### src/rtl/ncl_ring_ctrl.sv
// Sequencer and wavefront monitor for a free-running NCL dual-rail oscillation ring.
// Optional auto-restart on stall is enabled by defining NCL_RING_AUTORESTART_EN.
module ncl_ring_ctrl #(
  parameter int unsigned INIT_CYC    = 4,
  parameter int unsigned SETTLE_CYC  = 8,
  parameter int unsigned WINDOW      = 256,
  parameter int unsigned STALL_CYC   = 64,
  parameter int unsigned CNT_W       = 16,
  parameter int unsigned MAX_RESTART = 3
) (
  input  logic             clk,
  input  logic             init,
  input  logic             start,
  input  logic [1:0]       tap,
  output logic             ring_init,
  output logic             busy,
  output logic             done,
  output logic [CNT_W-1:0] wave_count,
  output logic             stall,
  output logic             illegal,
  output logic [1:0]       restarts
);

  localparam int unsigned MAX_A  = (INIT_CYC > SETTLE_CYC) ? INIT_CYC : SETTLE_CYC;
  localparam int unsigned MAX_PH = (MAX_A > WINDOW) ? MAX_A : WINDOW;
  localparam int unsigned CYC_W  = $clog2(MAX_PH + 1);
  localparam int unsigned STL_W  = $clog2(STALL_CYC + 1);

  // restarts is a 2-bit output, so the limit cannot exceed 3.
  if (MAX_RESTART > 3) begin : g_bad_max_restart
    $error("MAX_RESTART must not exceed 3");
  end

  typedef enum logic [2:0] {
    StIdle,
    StInit,
    StSettle,
    StMeasure,
    StStall
  } state_e;

  state_e             r_state, w_state_d;
  logic [1:0]         r_s1, r_s2, r_p;
  logic [CYC_W-1:0]   r_cyc;
  logic [STL_W-1:0]   r_stall_cnt;
  logic [CNT_W-1:0]   r_wave_count;
  logic               r_done, r_stall, r_illegal;
  logic [1:0]         r_restarts;

  logic w_watch, w_wave, w_change, w_stall_hit;
  logic w_begin, w_cyc_end, w_restart, w_to_stall, w_done_d;

  assign w_watch     = (r_state == StSettle) || (r_state == StMeasure);
  assign w_wave      = (r_p == 2'b00) && ((r_s2 == 2'b01) || (r_s2 == 2'b10));
  assign w_change    = (r_s2 != r_p);
  assign w_stall_hit = w_watch && !w_change && (r_stall_cnt == STL_W'(STALL_CYC - 1));

  always_comb begin
    w_state_d  = r_state;
    w_begin    = 1'b0;
    w_cyc_end  = 1'b0;
    w_restart  = 1'b0;
    w_to_stall = 1'b0;
    w_done_d   = 1'b0;
    unique case (r_state)
      StIdle, StStall: begin
        if (start) begin
          w_state_d = StInit;
          w_begin   = 1'b1;
        end
      end
      StInit: begin
        if (r_cyc == CYC_W'(INIT_CYC - 1)) begin
          w_state_d = StSettle;
          w_cyc_end = 1'b1;
        end
      end
      StSettle, StMeasure: begin
        // A window ending on the stall-threshold cycle still counts as a good window.
        if ((r_state == StMeasure) && (r_cyc == CYC_W'(WINDOW - 1))) begin
          w_state_d = StIdle;
          w_cyc_end = 1'b1;
          w_done_d  = 1'b1;
        end else if (w_stall_hit) begin
`ifdef NCL_RING_AUTORESTART_EN
          if (32'(r_restarts) < MAX_RESTART) begin
            w_state_d = StInit;
            w_restart = 1'b1;
          end else begin
            w_state_d  = StStall;
            w_to_stall = 1'b1;
          end
`else
          w_state_d  = StStall;
          w_to_stall = 1'b1;
`endif
        end else if ((r_state == StSettle) && (r_cyc == CYC_W'(SETTLE_CYC - 1))) begin
          w_state_d = StMeasure;
          w_cyc_end = 1'b1;
        end
      end
      default: w_state_d = StIdle;
    endcase
  end

  always_ff @(posedge clk) begin
    if (init) begin
      r_state      <= StIdle;
      r_s1         <= 2'b00;
      r_s2         <= 2'b00;
      r_p          <= 2'b00;
      r_cyc        <= '0;
      r_stall_cnt  <= '0;
      r_wave_count <= '0;
      r_done       <= 1'b0;
      r_stall      <= 1'b0;
      r_illegal    <= 1'b0;
      r_restarts   <= 2'b00;
    end else begin
      r_s1    <= tap;
      r_s2    <= r_s1;
      r_p     <= r_s2;
      r_state <= w_state_d;
      r_done  <= w_done_d;

      if (w_begin || w_cyc_end || w_restart) begin
        r_cyc <= '0;
      end else if (busy) begin
        r_cyc <= r_cyc + 1'b1;
      end

      if (!w_watch || w_change) begin
        r_stall_cnt <= '0;
      end else if (r_stall_cnt != STL_W'(STALL_CYC)) begin
        r_stall_cnt <= r_stall_cnt + 1'b1;
      end

      if (w_begin || w_restart) begin
        r_wave_count <= '0;
      end else if ((r_state == StMeasure) && w_wave && (r_wave_count != '1)) begin
        r_wave_count <= r_wave_count + 1'b1;
      end

      if (w_begin) begin
        r_stall <= 1'b0;
      end else if (w_to_stall) begin
        r_stall <= 1'b1;
      end

      if (w_begin) begin
        r_illegal <= 1'b0;
      end else if (w_watch && (r_s2 == 2'b11)) begin
        r_illegal <= 1'b1;
      end

      if (w_begin) begin
        r_restarts <= 2'b00;
      end else if (w_restart) begin
        r_restarts <= r_restarts + 2'd1;
      end
    end
  end

  assign ring_init  = !w_watch;
  assign busy       = (r_state == StInit) || w_watch;
  assign done       = r_done;
  assign wave_count = r_wave_count;
  assign stall      = r_stall;
  assign illegal    = r_illegal;
  assign restarts   = r_restarts;

endmodule

### config.mk
export PLATFORM = sky130hd
export DESIGN_NAME = ncl_ring_ctrl
export DESIGN_NICKNAME = d
export VERILOG_FILES = /design/src/rtl/ncl_ring_ctrl.sv
export SDC_FILE = /design/constraint.sdc
export NUM_CORES = 1
export LEC_CHECK = 0
export BUFFER_PORTS_ARGS = -buffer_cell sky130_fd_sc_hd__buf_2
export CAP_MARGIN = 20
export CORE_MARGIN = 2
export CORE_UTILIZATION = 50
export DETAILED_ROUTE_END_ITERATION = 8
export PLACE_DENSITY_LB_ADDON = 0.15
export SETUP_SLACK_MARGIN = 0.5
export SYNTH_ARGS = -nofsm -noshare
export SYNTH_HDL_FRONTEND = slang
export SYNTH_SLANG_ARGS = --single-unit
### constraint.sdc
create_clock -name clk -period 2.3 [get_ports clk]
set_clock_uncertainty 0.05 [all_clocks]
set_input_delay 0.575 -clock clk [delete_from_list [all_inputs] [get_ports clk]]
set_output_delay 0.575 -clock clk [all_outputs]
set_load 0.05 [all_outputs]
==> flow_summary_export.csv, run 1 <==
group,metric,value,unit
route,avgRoutedWirePerCell,14.5,um
floorplan,core_area,3940,sq um
synth,post_synth_edffs,0,
floorplan,core.rowCount,23,
power_and_ir_drop,seqPwrFrac,0.422,
route,top_layer,"met4",
grt,grt_pass1_vias,1682,
power_and_ir_drop,ir_worst_vdd,0.624,mV
timing,finalSetupViolCount,0,
setup_path,crit_arrival,2.13,ns
worst_hold_path,min_delay_worst_endpoint,"r_s2[0]",
clock_network,clk_latency,0.30,ns
floorplan,pin_count,28,
clock_network,clock_tree.buffer_depth,2,
status,outcome,"finished, final reports clean",
flow_run,timing.max_cap.violations,0,
synth,synth.avg_cell_area,8.79,sq um
power_and_ir_drop,switching_power_share_of_the_total,0.236,
worst_hold_path,hold_path.class,"reg2reg",
cells_and_area,num-nets-final,296,
synth,synthArstFlopShare,0,
timing,report.final.hold_viol_count,0,
synth,syn-instance-count,231,
synth,yosys_warnings,0,
grt,globalRouteOverflowTotal,0,
setup_path,worstReg2RegStart,"r_state[2]",
setup_path,rr_worst_depth,7,
route,final_antenna_net_count,0,
placement,io_buffers,25,
power_and_ir_drop,cellInternalPower,0.00144,W
clock_network,tritoncts,"yes",
route,routed_via_density,5.36,
clock_network,ctsRootBufferMaster,"clkbuf_8",
cells_and_area,multi_input_comb_area,1320,sq um
synth,synth_sequential_area_ratio,0.434,
timing,smallest_setup_slack_after_layout,0.359,ns
grt,global_route_wire_length_before_repair,7580,um
floorplan,die_width,67.7,um
route,route.detailed.drc,0,
floorplan,fp.dieArea,4580,sq um
route,postRouteWirelength,4860,um
cells_and_area,fill_cells,273,
timing,total_neg_setup_slack,0,ns
setup_path,critPathLaunchType,"flop",
setup_path,cp_max_fo,7,
grt,pin_count_of_the_biggest_net_entering_global_routing,17,
clock_network,cts.reportedPaths.clkPinSlew,0.08,ns
power_and_ir_drop,power.net_switching,0.000445,W
timing,slew_headroom,0.645,
timing,finalMaxSlewViolations,0,
timing,fin_crit_sh,0.844,
cells_and_area,flow.area_growth_from_synthesis,42.8,%
route,num_vias,1802,
setup_path,critical_path.startpoint,"r_state[2]",
placement,pre_cts_slack,0.284,ns
clock_network,clock_sink_count,44,
grt,global_route.usage.total,0.221,
route,met3_wirelength,182,um
cells_and_area,final_layout_size_suffix_gt1_frac,0.455,
setup_path,timing.critical_path.to_type,"flop",
power_and_ir_drop,clock_power_share,0.429,
placement,place.detailed.hpwl,2790,um
route,first_iter_violations,99,
worst_hold_path,min_from,"r_s1[0]",
timing,grt_setup_unrepaired,"yes",
route,detail_route.wirelength.met1,2110,um
synth,yosys_most_used_dff,"dfxtp_1",
floorplan,dieHeight,67.7,um
timing,timing.fmax,0.515,GHz
clock_network,cts.htree.levels,2,
power_and_ir_drop,lkg_pwr,1.08,nW
setup_path,timing.rr.end,"wave_count[9]",
synth,synth_cell_types,45,
power_and_ir_drop,combPwrFrac,0.149,
cells_and_area,area.sequential,943,sq um
route,detail_route.first_pass.iterations,4,
route,dr_wl_met2,2450,um
timing,timing_worst_slew_pin_value,0.532,ns
timing,final.min_clock_period,1.94,ns
setup_path,rrSetupSlack,0.36,ns
power_and_ir_drop,power-per-cell-area,650,nW/um^2
worst_hold_path,holdPathStages,1,
cells_and_area,insertedDiodeCount,0,
floorplan,starting_density,0.515,
setup_path,req_time_crit_path,2.49,ns
placement,gpl.final_weighted_congestion,0.787,
grt,antenna_found_initial,0,
clock_network,cts-buffers-inserted,5,
synth,netlist_area,2030,sq um
synth,ys_seq_elements,44,
setup_path,crit_type,"reg2reg",
## cell families after synthesis
family                   Yosys count  share of synthesized area
other                              1                    0.00185
flip-flops                        44                      0.434
buffers and inverters             16                     0.0345
AND/OR/NAND/NOR                  109                      0.287
AO/OA/AOI/OAI                     34                      0.115
adder cells (fa/ha/maj)            6                     0.0370
XOR/XNOR                          21                     0.0906
## through the flow
stage | total power [W] | cells | instance area (sq um) | hold slack [ns] | util
floorplan | 0.000954 | 232 | 2120 | 0.364 | -
global route | 0.00196 | 336 | 2900 | 0.404 | 0.735
detailed placement | 0.000992 | 301 | 2290 | 0.378 | 0.580
global placement | 0.000991 | 301 | 2290 | 0.379 | 0.580
finish | 0.00188 | 336 | 2900 | 0.391 | 0.735
CTS | 0.00186 | 329 | 2740 | 0.394 | 0.695
## area by class of cell
class                           count  area share
Tap cell                           50      0.0216
Clock buffer                        5      0.0237
Clock inverter                      3      0.0311
Timing Repair Buffer               55       0.133
Multi-Input combinational cell    172       0.454
Inverter                            7      0.0108
Sequential cell                    44       0.326
## worst max-delay path: stages, from the launching register on
cell	delay, ns
dfxtp_2	0.34
and2b_2	0.26
inv_6	0.07
nor4_4	0.28
o211ai_1	0.20
buf_4	0.20
or4_1	0.41
nand2_1	0.07
## power groups by stage
stage	clock network [W]	logic (W)	registers, W
2_1_floorplan	0	0.000156	0.000798
3_3_place_gp	0	0.000189	0.000802
3_5_place_dp	0	0.000189	0.000803
4_1_cts	0.000821	0.000249	0.000790
5_1_grt	0.000856	0.000306	0.000798
6_report	0.000808	0.000280	0.000796
## timing repair
action                                  CTS  global route
setup buffers                            20             7
endpoints found under the setup margin   30            30
hold endpoints to repair                  0             0
pin swaps                                13            20
gates resized for setup                  32            32
hold buffers                              0             0
## synth_stat cells, drive strengths merged, types with 2 or more instances
cell    instances  area share
a211oi          3       0.016
a21oi          11       0.027
and2            3      0.0092
and3            2      0.0062
and4            2      0.0086
buf             5       0.014
clkbuf          4      0.0074
dfxtp          44        0.43
ha              6       0.037
inv             7       0.013
nand2          23       0.043
nand3          11       0.027
nand4           5       0.015
nor2           31       0.057
nor2b           6       0.018
nor3            4      0.0099
nor4            4       0.023
o211ai          7       0.026
o21ai           6       0.015
or3             4       0.012
or4             8       0.031
xnor2          13       0.056
xor2            8       0.035
## state kept, by name, summed over array words and instances, names as in the netlist, 2 cells and up
register     flops
wave_count      16
r_state          3
r_s2             2
r_cyc            9
r_s1             2
r_stall_cnt      7
r_p              2
## worst max-delay path by stage
stage	to	slack, ns
floorplan	wave_count[0]	0.46
global placement	wave_count[7]	0.30
detailed placement	wave_count[9]	0.28
CTS	wave_count[11]	0.36
global route	wave_count[9]	0.20
finish	wave_count[9]	0.36
## placed cells by master, fill, tap and decap left out, drive strengths merged, types with 4 or more instances in the layout
cell type	Yosys	final
a21oi	11	11
or4	8	8
nor2b	6	6
nor4	4	4
o211ai	7	7
ha	6	6
xnor2	13	13
clkbuf	4	5
inv	7	7
nand2	23	23
dfxtp	44	44
nor3	4	4
or3	4	4
buf	5	55
nor2	31	31
xor2	8	8
nand3	11	11
nand4	5	5
o21ai	6	6
## metal layers
layer	vias to the layer above	global-route usage
met5	-	0
met4	0	0.102
met3	12	0.0583
met2	38	0.364
met1	837	0.268
li1	915	-
Power figures use the tool's default switching activity.
==> run 2, diff against run 1 <==
- clock period: 2.3 -> 2.04 ns (I/O delays scaled with it)
==> run 2 against run 1 <==
Power shrank 5.3%; setup slack lost 0.22 ns; clock power shrank 34%; critical path depth shrank 1; register-to-register slack lost 0.22 ns; die area is the same; hold slack lost 0.021 ns; routed wire length grew 7.0%; first-iteration DRC count shrank 4.0%; sequential power grew 12%; global-route usage shrank 0.10 points; largest cell class unchanged.
==> flow_summary_export.csv, run 2 (synthesized netlist as in run 1, its figures left out) <==
group,metric,value,unit
status,outcome,"finished, final reports clean",
power_and_ir_drop,cellInternalPower,0.00126,W
power_and_ir_drop,combPwrFrac,0.201,
floorplan,starting_density,0.515,
floorplan,core_area,3940,sq um
timing,fin_crit_sh,0.931,
power_and_ir_drop,ir_worst_vdd,0.517,mV
setup_path,crit_type,"reg2reg",
cells_and_area,final_design_area_no_fill,3070,sq um
route,avgRoutedWirePerCell,15.0,um
clock_network,clk_latency,0.30,ns
route,detail_route.first_pass.iterations,4,
floorplan,fp.dieArea,4580,sq um
timing,grt_setup_unrepaired,"yes",
placement,io_buffers,25,
route,final_antenna_net_count,0,
setup_path,crit_path_depth,6,
power_and_ir_drop,clock_power_share,0.297,
cells_and_area,leading_cell_type_in_the_layout_fill_and_taps_excluded,"buf_4",
floorplan,die_width,67.7,um
power_and_ir_drop,seqPwrFrac,0.501,
timing,timing_worst_slew_pin_value,0.508,ns
cells_and_area,mostFrequentLayoutCells,"buf_4 (32), nor2_1 (27), nand2_1 (19)",
cells_and_area,fill_cells,256,
setup_path,rrSetupSlack,0.14,ns
clock_network,ctsRootBufferMaster,"clkbuf_8",
setup_path,timing.rr.end,"wave_count[15]",
grt,global_route_wire_length_before_repair,7650,um
setup_path,critPathLaunchType,"flop",
route,num_vias,1928,
timing,slew_headroom,0.659,
route,postRouteWirelength,5210,um
setup_path,cp_max_fo,7,
timing,final.min_clock_period,1.90,ns
setup_path,worst_setup_path_endpoint,"wave_count[15]",
clock_network,clock_sink_count,44,
setup_path,critical-path-slowest-cell,"or4_1",
setup_path,worstReg2RegStart,"r_state[2]",
timing,total_neg_setup_slack,0,ns
setup_path,timing.critical_path.to_type,"flop",
placement,pre_cts_slack,0.116,ns
power_and_ir_drop,power-per-cell-area,581,nW/um^2
grt,grt_pass1_vias,1731,
timing,finalSetupViolCount,0,
grt,pin_count_of_the_biggest_net_entering_global_routing,14,
clock_network,cts.htree.levels,2,
timing,smallest_setup_slack_after_layout,0.141,ns
floorplan,core.rowCount,23,
setup_path,slowest_delay,0.52,ns
setup_path,worstPathCellList,"and2b_2, inv_6, nor4_4, o211ai_1, or4_1, a21oi_2",
power_and_ir_drop,power.net_switching,0.000520,W
timing,finalHoldWorstSlack,0.371,ns
setup_path,critPathBufInv,1,
worst_hold_path,hold_path.class,"in2reg",
clock_network,tritoncts,"yes",
setup_path,req_time_crit_path,2.23,ns
placement,place.detailed.hpwl,3020,um
setup_path,critical_path.startpoint,"r_state[2]",
clock_network,cts-buffers-inserted,5,
clock_network,clock_tree.buffer_depth,2,
setup_path,crit_arrival,2.09,ns
cells_and_area,fin_util,0.779,
setup_path,timing.critical_path.max_delay_family,"simple AND/OR/NAND/NOR gates",
flow_run,timing.max_cap.violations,0,
grt,antenna_found_initial,0,
cells_and_area,largest_register_ffs,16,
route,routed_via_density,5.57,
grt,global_route.usage.total,0.220,
timing,report.final.hold_viol_count,0,
cells_and_area,insertedDiodeCount,0,
setup_path,rr_worst_depth,6,
floorplan,dieHeight,67.7,um
placement,dpl-instance-area,2390,sq um
timing,timing.fmax,0.527,GHz
cells_and_area,flow.area_growth_from_synthesis,51.3,%
power_and_ir_drop,switching_power_share_of_the_total,0.291,
clock_network,cts.reportedPaths.clkPinSlew,0.09,ns
route,route.detailed.drc,0,
route,first_iter_violations,95,
cells_and_area,final_layout_size_suffix_gt1_frac,0.524,
cells_and_area,num-nets-final,306,
power_and_ir_drop,lkg_pwr,1.12,nW
floorplan,pin_count,28,
timing,finalMaxSlewViolations,0,
placement,gpl.final_weighted_congestion,0.786,
grt,globalRouteOverflowTotal,0,
-- run 2: cell count changes in the layout (fill, tap and decap cells not counted), moves of 3 or more --
cell       before  now
buf_2          23   13
buf_6           2   12
buf_4          27   32
clkbuf_4        0    5
a21oi_1         9    5
a21oi_2         2    6
bufinv_16       3    0
dfxtp_2        17   14
dfxtp_4        11   14
or4_1           6    3
or4_4           2    5
-- run 2: power groups by stage --
stage               registers (W)  logic, W  clock network, W
floorplan                0.000905  0.000192                 0
global placement         0.000911  0.000223                 0
detailed placement       0.000913  0.000227                 0
CTS                      0.000893  0.000312          0.000541
global route             0.000896  0.000380          0.000579
finish                   0.000894  0.000359          0.000531
-- run 2: what timing repair did --
action                                  in CTS  in global routing
pin swaps                                   18                 20
hold buffers                                 0                  0
gates resized for setup                     34                 57
hold endpoints to repair                     0                  0
endpoints found under the setup margin      34                 46
cloned                                       1                  0
buffers inserted                            24                  9
-- run 2: worst min path at each step --
stage / startpoint / to / slack (ns) / depth (start not counted)
after floorplan: r_s1[0] / r_s2[0] / 0.36 / 1
after global placement: stall / stall / 0.39 / 2
after detailed placement: r_s1[0] / r_s2[0] / 0.38 / 1
after CTS: tap[1] / r_s1[1] / 0.36 / 2
after global routing: tap[1] / r_s1[1] / 0.37 / 2
final: tap[1] / r_s1[1] / 0.37 / 2
-- run 2: area by class of cell --
| type | count | area [sq um] | share of cell area |
|---|---|---|---|
| Multi-Input combinational cell | 173 | 1440 | 0.468 |
| Clock buffer | 7 | 76.3 | 0.0249 |
| Sequential cell | 44 | 951 | 0.310 |
| Timing Repair Buffer | 64 | 508 | 0.165 |
| Tap cell | 50 | 62.6 | 0.0204 |
| Clock inverter | 1 | 5.00 | 0.00163 |
| Inverter | 7 | 31.3 | 0.0102 |
-- run 2: metal layers --
metal  routed length (um)  up-vias  track usage
met4                  135        0       0.0791
met1                 2240      920        0.269
met5                    0        -            0
met3                  189       16       0.0533
met2                 2640       43        0.374
li1                     -      949            -
-- run 2: worst register-to-register path, cell delays in order (launching register included) --
cell,delay (ns)
dfxtp_2,0.32
and2b_2,0.26
inv_6,0.07
nor4_4,0.28
o211ai_1,0.18
or4_1,0.52
a21oi_2,0.16
-- run 2: metrics by stage --
step | instances | total power, W
after floorplan | 232 | 0.00110
after global placement | 304 | 0.00113
after detailed placement | 304 | 0.00114
after CTS | 337 | 0.00175
after global routing | 346 | 0.00185
final | 346 | 0.00178
==> run 3, diff against run 2 <==
--- a/config.mk
+++ b/config.mk
@@ -9,7 +9,8 @@
 export CAP_MARGIN = 20
 export CORE_MARGIN = 2
-export CORE_UTILIZATION = 50
+export CORE_UTILIZATION = 43
 export DETAILED_ROUTE_END_ITERATION = 8
 export PLACE_DENSITY_LB_ADDON = 0.15
+export RECOVER_POWER = 100
 export SETUP_SLACK_MARGIN = 0.5
 export SYNTH_ARGS = -nofsm -noshare
==> constraint.sdc (replaced) <==
create_clock -name clk -period 2.04 [get_ports clk]
set_clock_uncertainty 0.05 [all_clocks]
set_input_delay 0.204 -clock clk [delete_from_list [all_inputs] [get_ports clk]]
set_output_delay 0.204 -clock clk [all_outputs]
set_load 0.05 [all_outputs]
==> run 3 against run 2 <==
Register-to-register slack got worse by 0.04 ns; critical path depth fell by 1; final area decreased by 10%; hold slack lost 0.30 ns; critical endpoint is now r_cyc[8]; highest routed layer unchanged.
==> flow_summary_export.csv, run 3 (synthesized netlist as in run 1, its figures left out) <==
group,metric,value,unit
status,outcome,"finished, final reports clean",
power_and_ir_drop,power-per-cell-area,630,nW/um^2
clock_network,cts.reportedPaths.clkPinSlew,0.08,ns
timing,grt_setup_unrepaired,"yes",
grt,grt_pass1_vias,1705,
clock_network,cts.htree.levels,2,
grt,globalRouteOverflowTotal,0,
floorplan,core.rowCount,24,
placement,io_buffers,25,
timing,report.final.hold_viol_count,0,
floorplan,pin_count,28,
placement,dpl-instance-area,2420,sq um
timing,finalSetupViolCount,0,
floorplan,die_width,72.7,um
clock_network,clock_tree.buffer_depth,2,
cells_and_area,flow.area_growth_from_synthesis,36.2,%
cells_and_area,mostFrequentLayoutCells,"nor2_1 (28), clkbuf_1 (27), buf_4 (23)",
grt,gr-usage-met1,0.230,
route,route.detailed.drc,0,
power_and_ir_drop,lkg_pwr,0.943,nW
power_and_ir_drop,switching_power_share_of_the_total,0.279,
timing,timing.fmax,0.516,GHz
setup_path,crit_type,"reg2reg",
timing,final.min_clock_period,1.94,ns
route,num_vias,1834,
cells_and_area,final_design_area_no_fill,2760,sq um
cells_and_area,largest_register_ffs,16,
power_and_ir_drop,ir_worst_vdd,0.417,mV
timing,slew_headroom,0.575,
power_and_ir_drop,combPwrFrac,0.169,
power_and_ir_drop,power.net_switching,0.000487,W
floorplan,dieHeight,72.7,um
clock_network,clock_sink_count,44,
setup_path,cp_max_fo,5,
cells_and_area,num-nets-final,299,
cells_and_area,fill_cells,393,
setup_path,timing.critical_path.to_type,"flop",
timing,timing_worst_slew_pin_value,0.638,ns
clock_network,ctsRootBufferMaster,"clkbuf_8",
route,first_iter_violations,95,
power_and_ir_drop,seqPwrFrac,0.510,
route,avgRoutedWirePerCell,14.3,um
grt,groute.layer.met3.usage,0.0497,
setup_path,req_time_crit_path,2.14,ns
grt,global_route_wire_length_before_repair,7580,um
cells_and_area,leading_cell_type_in_the_layout_fill_and_taps_excluded,"nor2_1",
setup_path,critPathLaunchType,"flop",
worst_hold_path,hold_path.class,"in2reg",
clock_network,cts-buffers-inserted,5,
route,final_antenna_net_count,0,
route,routed_via_density,5.38,
timing,fin_crit_sh,0.950,
clock_network,clk_latency,0.29,ns
timing,smallest_setup_slack_after_layout,0.101,ns
route,postRouteWirelength,4880,um
floorplan,fp.dieArea,5290,sq um
grt,antenna_found_initial,0,
route,detail_route.first_pass.iterations,4,
power_and_ir_drop,clock_power_share,0.321,
placement,pre_cts_slack,-0.00456,ns
power_and_ir_drop,cellInternalPower,0.00126,W
cells_and_area,insertedDiodeCount,0,
setup_path,crit_arrival,2.04,ns
grt,global_route.usage.total,0.183,
floorplan,starting_density,0.457,
cells_and_area,final_layout_size_suffix_gt1_frac,0.332,
timing,finalMaxSlewViolations,0,
placement,gpl.final_weighted_congestion,0.733,
floorplan,core_area,4440,sq um
flow_run,timing.max_cap.violations,0,
placement,place.detailed.hpwl,3050,um
grt,met2_usage,0.307,
grt,grt_most_used_layer,"met2",
grt,pin_count_of_the_biggest_net_entering_global_routing,14,
clock_network,tritoncts,"yes",
## run 3: stage by stage
step,setup TNS (ns),power [W],hold slack [ns],utilization,instances
global placement,0,0.00115,0.368,0.545,310
detailed placement,-0.00456,0.00115,0.369,0.545,310
global route,0,0.00182,0.0659,0.622,341
finish,0,0.00174,0.0666,0.622,341
floorplan,0,0.00110,0.282,-,232
CTS,0,0.00178,0.0608,0.633,335
## run 3: final cells by class
type                    count  area (sq um)  share of cell area
clock buffers               8          90.1              0.0326
multi-input cells         173          1300               0.469
inverters                   7          31.3              0.0113
well taps                  52          65.1              0.0235
flip-flops and latches     44           942               0.341
repair buffers             57           339               0.123
## run 3: per-layer routing
metal	routed length, um	up-vias
li1	-	929
met1	2260	868
met2	2420	30
met3	145	7
met4	50	0
met5	0	-
## run 3: path summary, 6_finish.rpt
path	startpoint	to	slack, ns	cells after the start
setup reg to reg	r_state[0]	r_cyc[8]	0.10	5
hold / removal	tap[0]	r_s1[0]	0.07	2
setup / recovery	r_state[0]	r_cyc[8]	0.10	5
hold reg to reg	r_s1[0]	r_s2[0]	0.40	1
## run 3: worst max-delay path, stage by stage (launching register included)
cell      delay, ns
dfxtp_1        0.41
clkbuf_1       0.23
or3b_1         0.43
or3_1          0.40
o311ai_2       0.18
a211oi_1       0.11
## run 3: power groups by stage
| stage | Combinational [W] | Sequential (W) | Clock [W] |
|---|---|---|---|
| after floorplan | 0.000192 | 0.000905 | 0 |
| after global placement | 0.000240 | 0.000907 | 0 |
| after detailed placement | 0.000245 | 0.000907 | 0 |
| after CTS | 0.000312 | 0.000891 | 0.000573 |
| after global routing | 0.000315 | 0.000892 | 0.000617 |
| final | 0.000294 | 0.000889 | 0.000560 |
## run 3: timing repair
item | in CTS | in global routing
hold buffers | 0 | 0
gates cloned | 1 | 0
setup endpoints to repair | 34 | 33
setup buffers | 16 | 6
gates resized for setup | 39 | 20
pin swaps | 24 | 13
